**config.mk**
```make
export PLATFORM = sky130hd
export DESIGN_NAME = wptr_full
export DESIGN_NICKNAME = d
export VERILOG_FILES = /design/src/rtl/wptr_full_pkg.sv /design/src/rtl/wptr_full_gray2bin.sv /design/src/rtl/wptr_full.sv
export SDC_FILE = /design/constraint.sdc
export NUM_CORES = 1
export LEC_CHECK = 0
export ABC_AREA = 1
export CAP_MARGIN = 20
export CORE_MARGIN = 2
export CORE_UTILIZATION = 46
export CTS_BUF_LIST = sky130_fd_sc_hd__clkbuf_16
export CTS_CLUSTER_SIZE = 24
export DETAILED_ROUTE_END_ITERATION = 10
export GPL_TIMING_DRIVEN = 0
export PLACE_DENSITY = 0.87
export SLEW_MARGIN = 20
export SYNTH_ARGS = -nofsm -noshare
export SYNTH_HDL_FRONTEND = slang
export SYNTH_SLANG_ARGS = --single-unit
export TNS_END_PERCENT = 100
```
**constraint.sdc**
```tcl
create_clock -name clk -period 3 [get_ports clk]
set_clock_uncertainty 0.05 [all_clocks]
set_input_delay 0.3 -clock clk [delete_from_list [all_inputs] [get_ports clk]]
set_output_delay 0.3 -clock clk [all_outputs]
set_load 0.05 [all_outputs]
```
**src/rtl/wptr_full_pkg.sv**
```systemverilog
// wptr_full_pkg: shared FIFO pointer helpers (Gray conversions, pointer-width convention)
package wptr_full_pkg;
   // Pointers carry one extra wrap bit above the address bits.
   localparam int PTR_EXTRA = 1;
   function automatic logic [31:0] bin2gray(input logic [31:0] b);
      return b ^ (b >> 1);
   endfunction
   function automatic logic [31:0] gray2bin(input logic [31:0] g);
      logic [31:0] b;
      b[31] = g[31];
      for (int i = 30; i >= 0; i--) b[i] = b[i+1] ^ g[i];
      return b;
   endfunction
endpackage

```
**src/rtl/wptr_full_gray2bin.sv**
```systemverilog
// wptr_full_gray2bin: parameterized Gray-to-binary converter
module wptr_full_gray2bin #(
   parameter int W = 5
) (
   input  logic [W-1:0] gray,
   output logic [W-1:0] bin
);
   for (genvar i = 0; i < W; i++) begin : g_bit
      assign bin[i] = ^gray[W-1:i];
   end
endmodule

```
**src/rtl/wptr_full.sv**
```systemverilog
// wptr_full: write pointer, Gray pointer publication and full/level/overflow status
module wptr_full
   import wptr_full_pkg::*;
#(
   parameter int ADDRSIZE    = 4,
   parameter int AFULL_LEVEL = 2**ADDRSIZE - 2
) (
   input  logic                  clk,
   input  logic                  rst,
   input  logic                  winc,
   input  logic [ADDRSIZE:0]     wq2_rptr,
   output logic [ADDRSIZE-1:0]   waddr,
   output logic                  wen,
   output logic [ADDRSIZE:0]     wptr,
   output logic                  wfull,
   output logic                  walmost_full,
   output logic [ADDRSIZE:0]     wcount,
   output logic                  wovf
);
   localparam int PW = ADDRSIZE + PTR_EXTRA;
   localparam logic [PW-1:0] AF = PW'(AFULL_LEVEL);
   logic [PW-1:0] wbin, wbin_next, wgray_next, rbin_s, wcount_next;
   wptr_full_gray2bin #(.W(PW)) u_g2b (.gray(wq2_rptr), .bin(rbin_s));
   // Reset also masks the memory write so nothing lands during reset.
   assign wen         = winc & ~wfull & ~rst;
   assign wbin_next   = wbin + PW'(wen);
   assign wgray_next  = PW'(bin2gray(32'(wbin_next)));
   assign wcount_next = wbin_next - rbin_s;
   assign waddr       = wbin[ADDRSIZE-1:0];
   always_ff @(posedge clk) begin
      if (rst) begin
         wbin         <= '0;
         wptr         <= '0;
         wfull        <= 1'b0;
         wcount       <= '0;
         walmost_full <= 1'b0;
         wovf         <= 1'b0;
      end else begin
         wbin         <= wbin_next;
         wptr         <= wgray_next;
         wfull        <= wgray_next == {~wq2_rptr[PW-1:PW-2], wq2_rptr[PW-3:0]};
         wcount       <= wcount_next;
         walmost_full <= wcount_next >= AF;
         wovf         <= wovf | (winc & wfull);
      end
   end
endmodule

```
==> flow_summary.yaml, run 1 <==
status:
  status: "finished, final reports clean"
floorplanning:
  die_h_um: 48.19
  pin_count: 26
  die_x_um: 48.19
  fp.coreArea_sq_um: 1783
  die-area_sq_um: 2322
  start_util_pct: 50.39
  num_rows: 15
drt:
  vias_per_cell: 4.863
  ant_nets: 0
  drc: 0
  dr.first_iter.drc_count: 23
  drt-total-wl_um: 2084
  avgRoutedWirePerCell_um: 12.40
  drt-pass1-iter-count: 4
  via_count: 817
timing:
  finalSetupTns_ps: 0
  hold_violations: 0
  worst_pin_slew_ps: 525.7
  layout_setup_ws_ps: 305.9
  min_period_ps: 2694
  slew_viol_final: 0
  maxSlewHeadroom_pct: 64.84
  max_freq_ghz: 0.3712
  setup_viol_count_final: 0
  rsz0062_at_grt: "no"
  min_period_over_period_pct: 89.80
clock_network:
  clk_path_buf_depth: 2
  clk_pin_slew_worst_paths_ps: 50
  numCtsBuffers: 3
  cts_sinks: 17
  cts-htree-levels: 1
  cts_hold_buffers: 0
  cts_root_buf: "clkbuf_16"
  clk-insertion-delay-late_ps: 250
  cts_tree: "built"
worst_setup_path:
  worst_setup_path_start_kind: "input port"
  slowest_delay_ps: 500
  arrival_ps: 2840
  startpoint: "wq2_rptr[4]"
  cp.buffers_inverters: 3
  path_common_cell: "nand2_1"
  required_ps: 3140
  cp_top_family: "simple AND/OR/NAND/NOR gates"
  worst_setup_path_end_kind: "flop"
  worstRegToRegCells: 9
  r2r_start: "wfull$_SDFF_PP0_"
  crit_fanout: 3
  path_depth: 15
  crit_chain: "clkdlybuf4s50_1, inv_1, nand2_1, nand2_1, nand2_1, nand2_1, xor2_2, xnor2_1, inv_1, ha_1, fa_1, xor2_1, nor3_1, nand3_1, nand2_1"
  crit_type: "in2reg"
  slowest_stage: "clkdlybuf4s50_1"
pwr:
  p_leak_nw: 0.6083
  p_per_area_nw_per_um2: 578.7
  vdd_ir_drop_max_v: 0.0002839
placement:
  dp_cells: 164
  hpwl_um: 1604
  gp_congestion: 0.8070
  post-place-ws_ps: 42.90
  port-buffer-count: 24
hold_path:
  min_from: "rst"
  min_path_type: "in2reg"
  min_path_cells: 2
synth:
  yosys_warnings: 0
  synth.cell_area_sq_um: 898.4
  synth_edf_count: 0
  yosysMostFrequentCell: "nand2_1"
  synth-adder-area-share_pct: 10.58
  yosys-top-cells-count: "nand2_1, nor2_1, dfxtp_1"
  synth_top_family_by_area: "simple AND/OR/NAND/NOR gates"
  synth_compound_area_share_pct: 1.671
  ys_types: 17
  avgSynthCellArea_sq_um: 7.812
  synth_mux_area_share_pct: 0
  synth-seq-area-share_pct: 37.88
  yosys_most_used_dff: "dfxtp_1"
  synth.top_cell.area_share_pct: 37.88
  synth_cells: 115
  synth_area_leader_cell: "dfxtp_1"
  synthXorXnorAreaFrac_pct: 15.32
  ys_async_sr_fraction_pct: 0
  syn-num-nets: 130
  synth_top_cells_by_area: "dfxtp_1, nand2_1, xor2_1, ha_1, nor2_1"
  ys_ff_latch: 17
  yosys.area_share.simple_pct: 27.86
grt:
  grt_pass1_wl_um: 3325
  antenna_found_initial: 0
  grt-ovfl-total: 0
  grt_max_degree: 11
  groute.usage.overall_pct: 20.82
  grt_pass1_vias: 779
finish:
  n_fill_cell: 119
  fin_cells: 168
  drive_gt1_share_pct: 4.895
  insertedDiodeCount: 0
  num-nets-final: 159
  syn2layout_area_growth_pct: 39.28
run:
  drv_cap: 0
layer usage:
layer / track usage, % / share of wire (%) / up-vias
met2: 34.21 / 49 / 24
met1: 27.44 / 46 / 372
li1: - / - / 414
met3: 2.222 / 3.0 / 7
met5: 0 / 0 / -
met4: 9.189 / 1.9 / 0
cells in the final DEF (no fill, tap or decap):
cell type	netlist	final
nand3_1	10	10
inv_1	14	15
nor2_1	18	18
clkbuf_1	2	2
dfxtp_1	17	17
xor2_2	1	1
xor2_1	9	9
nand3b_1	1	1
clkdlybuf4s50_1	0	23
nand2_1	25	25
a21oi_1	3	3
fa_1	1	1
xnor2_2	1	1
xnor2_1	3	3
nand3_2	2	2
ha_1	6	6
nor3_1	1	1
nand4_1	1	1
clkbuf_16	0	3
dlymetal6s2s_1	0	1
state kept, by name, summed over array words and instances (netlist names):
register      cells
wfull             1
wptr              5
walmost_full      1
wcount            5
wbin              4
wovf              1
worst reg2reg max path: stages, from the launching register on:
cell and delay (ps):
dfxtp_1 320, nor2_1 170, ha_1 240, ha_1 290, xor2_1 320, ha_1 310
a21oi_1 190, nand3b_1 130, nand3_1 100, nand2_1 50
per-stage QoR:
stage / utilization, % / power [W] / hold WS, ps / cell area (sq um)
2_1_floorplan: - / 0.0003992 / 390.7 / 898.4
3_3_place_gp: 65.61 / 0.0004570 / 400.3 / 1170
3_5_place_dp: 65.61 / 0.0004629 / 426.9 / 1170
4_1_cts: 70.04 / 0.0007230 / 340.7 / 1249
5_1_grt: 70.18 / 0.0007550 / 366.2 / 1251
6_report: 70.18 / 0.0007240 / 342.0 / 1251
cell families after synthesis:
| logic type | after synthesis |
|---|---|
| simple gates | 58 |
| flops | 17 |
| buf+inv | 16 |
| xor+xnor | 14 |
| fa+ha+maj | 7 |
| compound gates | 3 |
area by class of cell:
type	count	area, sq um	share of cell area, %
clock buffers	3	75.07	6.000
inverters	14	52.55	4.200
well taps	25	31.28	2.500
multi-input cells	82	498.0	39.80
repair buffers	24	242.7	19.40
plain buffers	2	7.507	0.6000
clock inverters	1	3.754	0.3000
flip-flops and latches	17	340.3	27.20
final timing paths:
| kind | to | slack (ps) |
|---|---|---|
| worst max-delay path | walmost_full$_SDFF_PP0_ | 310 |
| worst min register to register | wovf$_SDFF_PP0_ | 430 |
| worst max register to register | walmost_full$_SDFF_PP0_ | 730 |
| worst min-delay path | wbin[2]$_SDFF_PP0_ | 340 |
where the power goes:
| part | leakage (nW) | internal (W) | total [W] | switching [W] |
|---|---|---|---|---|
| Clock | 0.0423 | 0.000177 | 0.000262 | 0.0000855 |
| Combinational | 0.427 | 0.0000748 | 0.000211 | 0.000136 |
| Sequential | 0.139 | 0.000245 | 0.000251 | 0.00000611 |
repair_timing:
action,4_1_cts,5_1_grt
setup endpoints to repair,0,1
setup buffers,0,0
hold endpoints to repair,0,0
gates resized for setup,0,1
(Power assumes the default switching activity.)
==> run 2, diff against run 1 <==
- ABC_CLOCK_PERIOD_IN_PS: not set -> 3000
==> results of run 2 <==
Final layout, timing and power as in run 1 (identical DEF).
==> run 3, diff against run 2 <==
- CORE_UTILIZATION: 46 -> 45
- CTS_CLUSTER_SIZE: 24 -> 16
- PLACE_DENSITY: 0.87 -> 0.85
==> flow_summary.yaml, run 3 (synthesized netlist as in run 1, its figures left out) <==
worst_setup_path:
  slowest_stage: "clkdlybuf4s50_1"
  crit_type: "in2reg"
  worst_setup_path_start_kind: "input port"
  cp_top_family: "simple AND/OR/NAND/NOR gates"
  slowest_delay_ps: 500
  path_common_cell: "nand2_1"
  crit_fanout: 3
  cp.buffers_inverters: 3
  crit_chain: "clkdlybuf4s50_1, inv_1, nand2_1, nand2_1, nand2_1, nand2_1, xor2_2, xnor2_1, inv_1, ha_1, fa_1, xor2_1, nor3_1, nand3_1, nand2_1"
  required_ps: 3140
  arrival_ps: 2880
  worst_setup_path_end_kind: "flop"
placement:
  hpwl_um: 1617
  gp_congestion: 0.8100
  dp_cells: 166
  port-buffer-count: 24
  place_area_sq_um: 1172
pwr:
  p_per_area_nw_per_um2: 577.8
  vdd_ir_drop_max_v: 0.0003413
  netSwitchingFraction_pct: 31.55
  intPower_w: 0.0005023
  switching_power_w: 0.0002315
  comb_power_share_pct: 29.6
  p_leak_nw: 0.6165
  clkPwrFrac_pct: 36.3
  p_seq_share_pct: 34.1
clock_network:
  numCtsBuffers: 3
  clk_pin_slew_worst_paths_ps: 50
  clk-insertion-delay-late_ps: 250
  cts_tree: "built"
  cts_root_buf: "clkbuf_16"
  clk_path_buf_depth: 2
  cts_sinks: 17
  cts-htree-levels: 1
  cts_hold_buffers: 0
finish:
  final_cell_mix: "nand2_1, clkdlybuf4s50_1, nor2_1"
  syn2layout_area_growth_pct: 41.37
  multi_input_area_sq_um: 498.0
  insertedDiodeCount: 0
  fin_cells: 172
  final_cell_area_sq_um: 1270
  layout_commonest_cell: "nand2_1"
  reg.largest.list: "wcount (5), wptr (5), wbin (4)"
  drive_gt1_share_pct: 6.897
  n_fill_cell: 150
  num-nets-final: 161
  seqCellArea_sq_um: 340.3
grt:
  antenna_found_initial: 0
  use_met3_pct: 4.321
  grt_use_met2_pct: 36.53
  grt.met1_usage_pct: 21.44
  top_usage_layer: "met2"
  grt_pass1_vias: 873
  grt_pass1_wl_um: 3670
  grt_max_degree: 11
  grt-ovfl-total: 0
  groute.usage.overall_pct: 20.17
timing:
  maxSlewHeadroom_pct: 66.51
  setup_viol_count_final: 0
  hold_violations: 0
  max_freq_ghz: 0.3650
  slew_viol_final: 0
  min_period_over_period_pct: 91.32
  worst_pin_slew_ps: 500.8
  min_period_ps: 2740
floorplanning:
  die_h_um: 48.68
  die-area_sq_um: 2370
  num_rows: 16
  start_util_pct: 46.74
  fp.coreArea_sq_um: 1922
  die_x_um: 48.68
  pin_count: 26
run:
  drv_cap: 0
drt:
  drc: 0
  vias_per_cell: 4.820
  via_count: 829
  drt-pass1-iter-count: 4
  avgRoutedWirePerCell_um: 12.38
  ant_nets: 0
  drt-total-wl_um: 2129
  dr.first_iter.drc_count: 15
status:
  status: "finished, final reports clean"
hold_path:
  min_path_type: "in2reg"
-- run 3: changes by cell type in the layout (fill, tap and decap cells not counted), sizes merged --
cell,previous run,this run
buf,0,2
clkinv,0,1
inv,15,14
-- run 3: timing repair --
action | 4_1_cts | 5_1_grt
resized for setup | 0 | 1
setup buffers | 0 | 2
setup endpoints to repair | 0 | 1
-- run 3: metal layers --
layer | vias to the layer above | routed length, um
met5 | - | 0
met4 | 0 | 72
met3 | 9 | 98
met2 | 26 | 1133
met1 | 372 | 825
li1 | 422 | -
-- run 3: worst reg2reg max path, delay by kind of cell (launching register included) --
family,cells,cell delay [ps]
AND/OR/NAND/NOR,4,430
AO/OA/AOI/OAI,1,200
flip-flops,1,320
XOR/XNOR,1,330
adder cells (fa/ha/maj),3,820
-- run 3: layout make-up --
type	instances	share of cell area, %
plain buffers	2	0.5911
clock inverters	1	0.3941
clock buffers	3	5.911
multi-input cells	82	39.21
flip-flops and latches	17	26.80
well taps	27	2.660
repair buffers	26	20.30
inverters	14	4.138
-- run 3: worst paths after layout --
check	from	end	slack [ps]	depth (start not counted)
max reg2reg	wfull$_SDFF_PP0_	walmost_full$_SDFF_PP0_	740	9
min reg2reg	wovf$_SDFF_PP0_	wovf$_SDFF_PP0_	430	2
min	rst	wbin[3]$_SDFF_PP0_	340	2
max	wq2_rptr[4]	walmost_full$_SDFF_PP0_	260	15
-- run 3: power by group through the flow --
stage | Sequential [W] | Combinational (W) | Clock [W]
finish | 0.000250 | 0.000217 | 0.000266
global route | 0.000252 | 0.000235 | 0.000278
CTS | 0.000251 | 0.000212 | 0.000263
detailed placement | 0.000255 | 0.000209 | 0
global placement | 0.000254 | 0.000203 | 0
floorplan | 0.000319 | 0.0000802 | 0
-- run 3: metrics by stage --
step	util (%)	hold WS, ps	setup WS (ps)	TNS (ps)	total power [W]
after CTS	65.17	350.4	225.0	0	0.0007260
after detailed placement	61.00	432.1	10.85	0	0.0004641
after global routing	66.08	362.7	-3.528	-3.528	0.0007648
after floorplan	-	390.7	68.06	0	0.0003992
after global placement	61.00	401.4	89.59	0	0.0004564
final	66.08	336.8	260.4	0	0.0007339
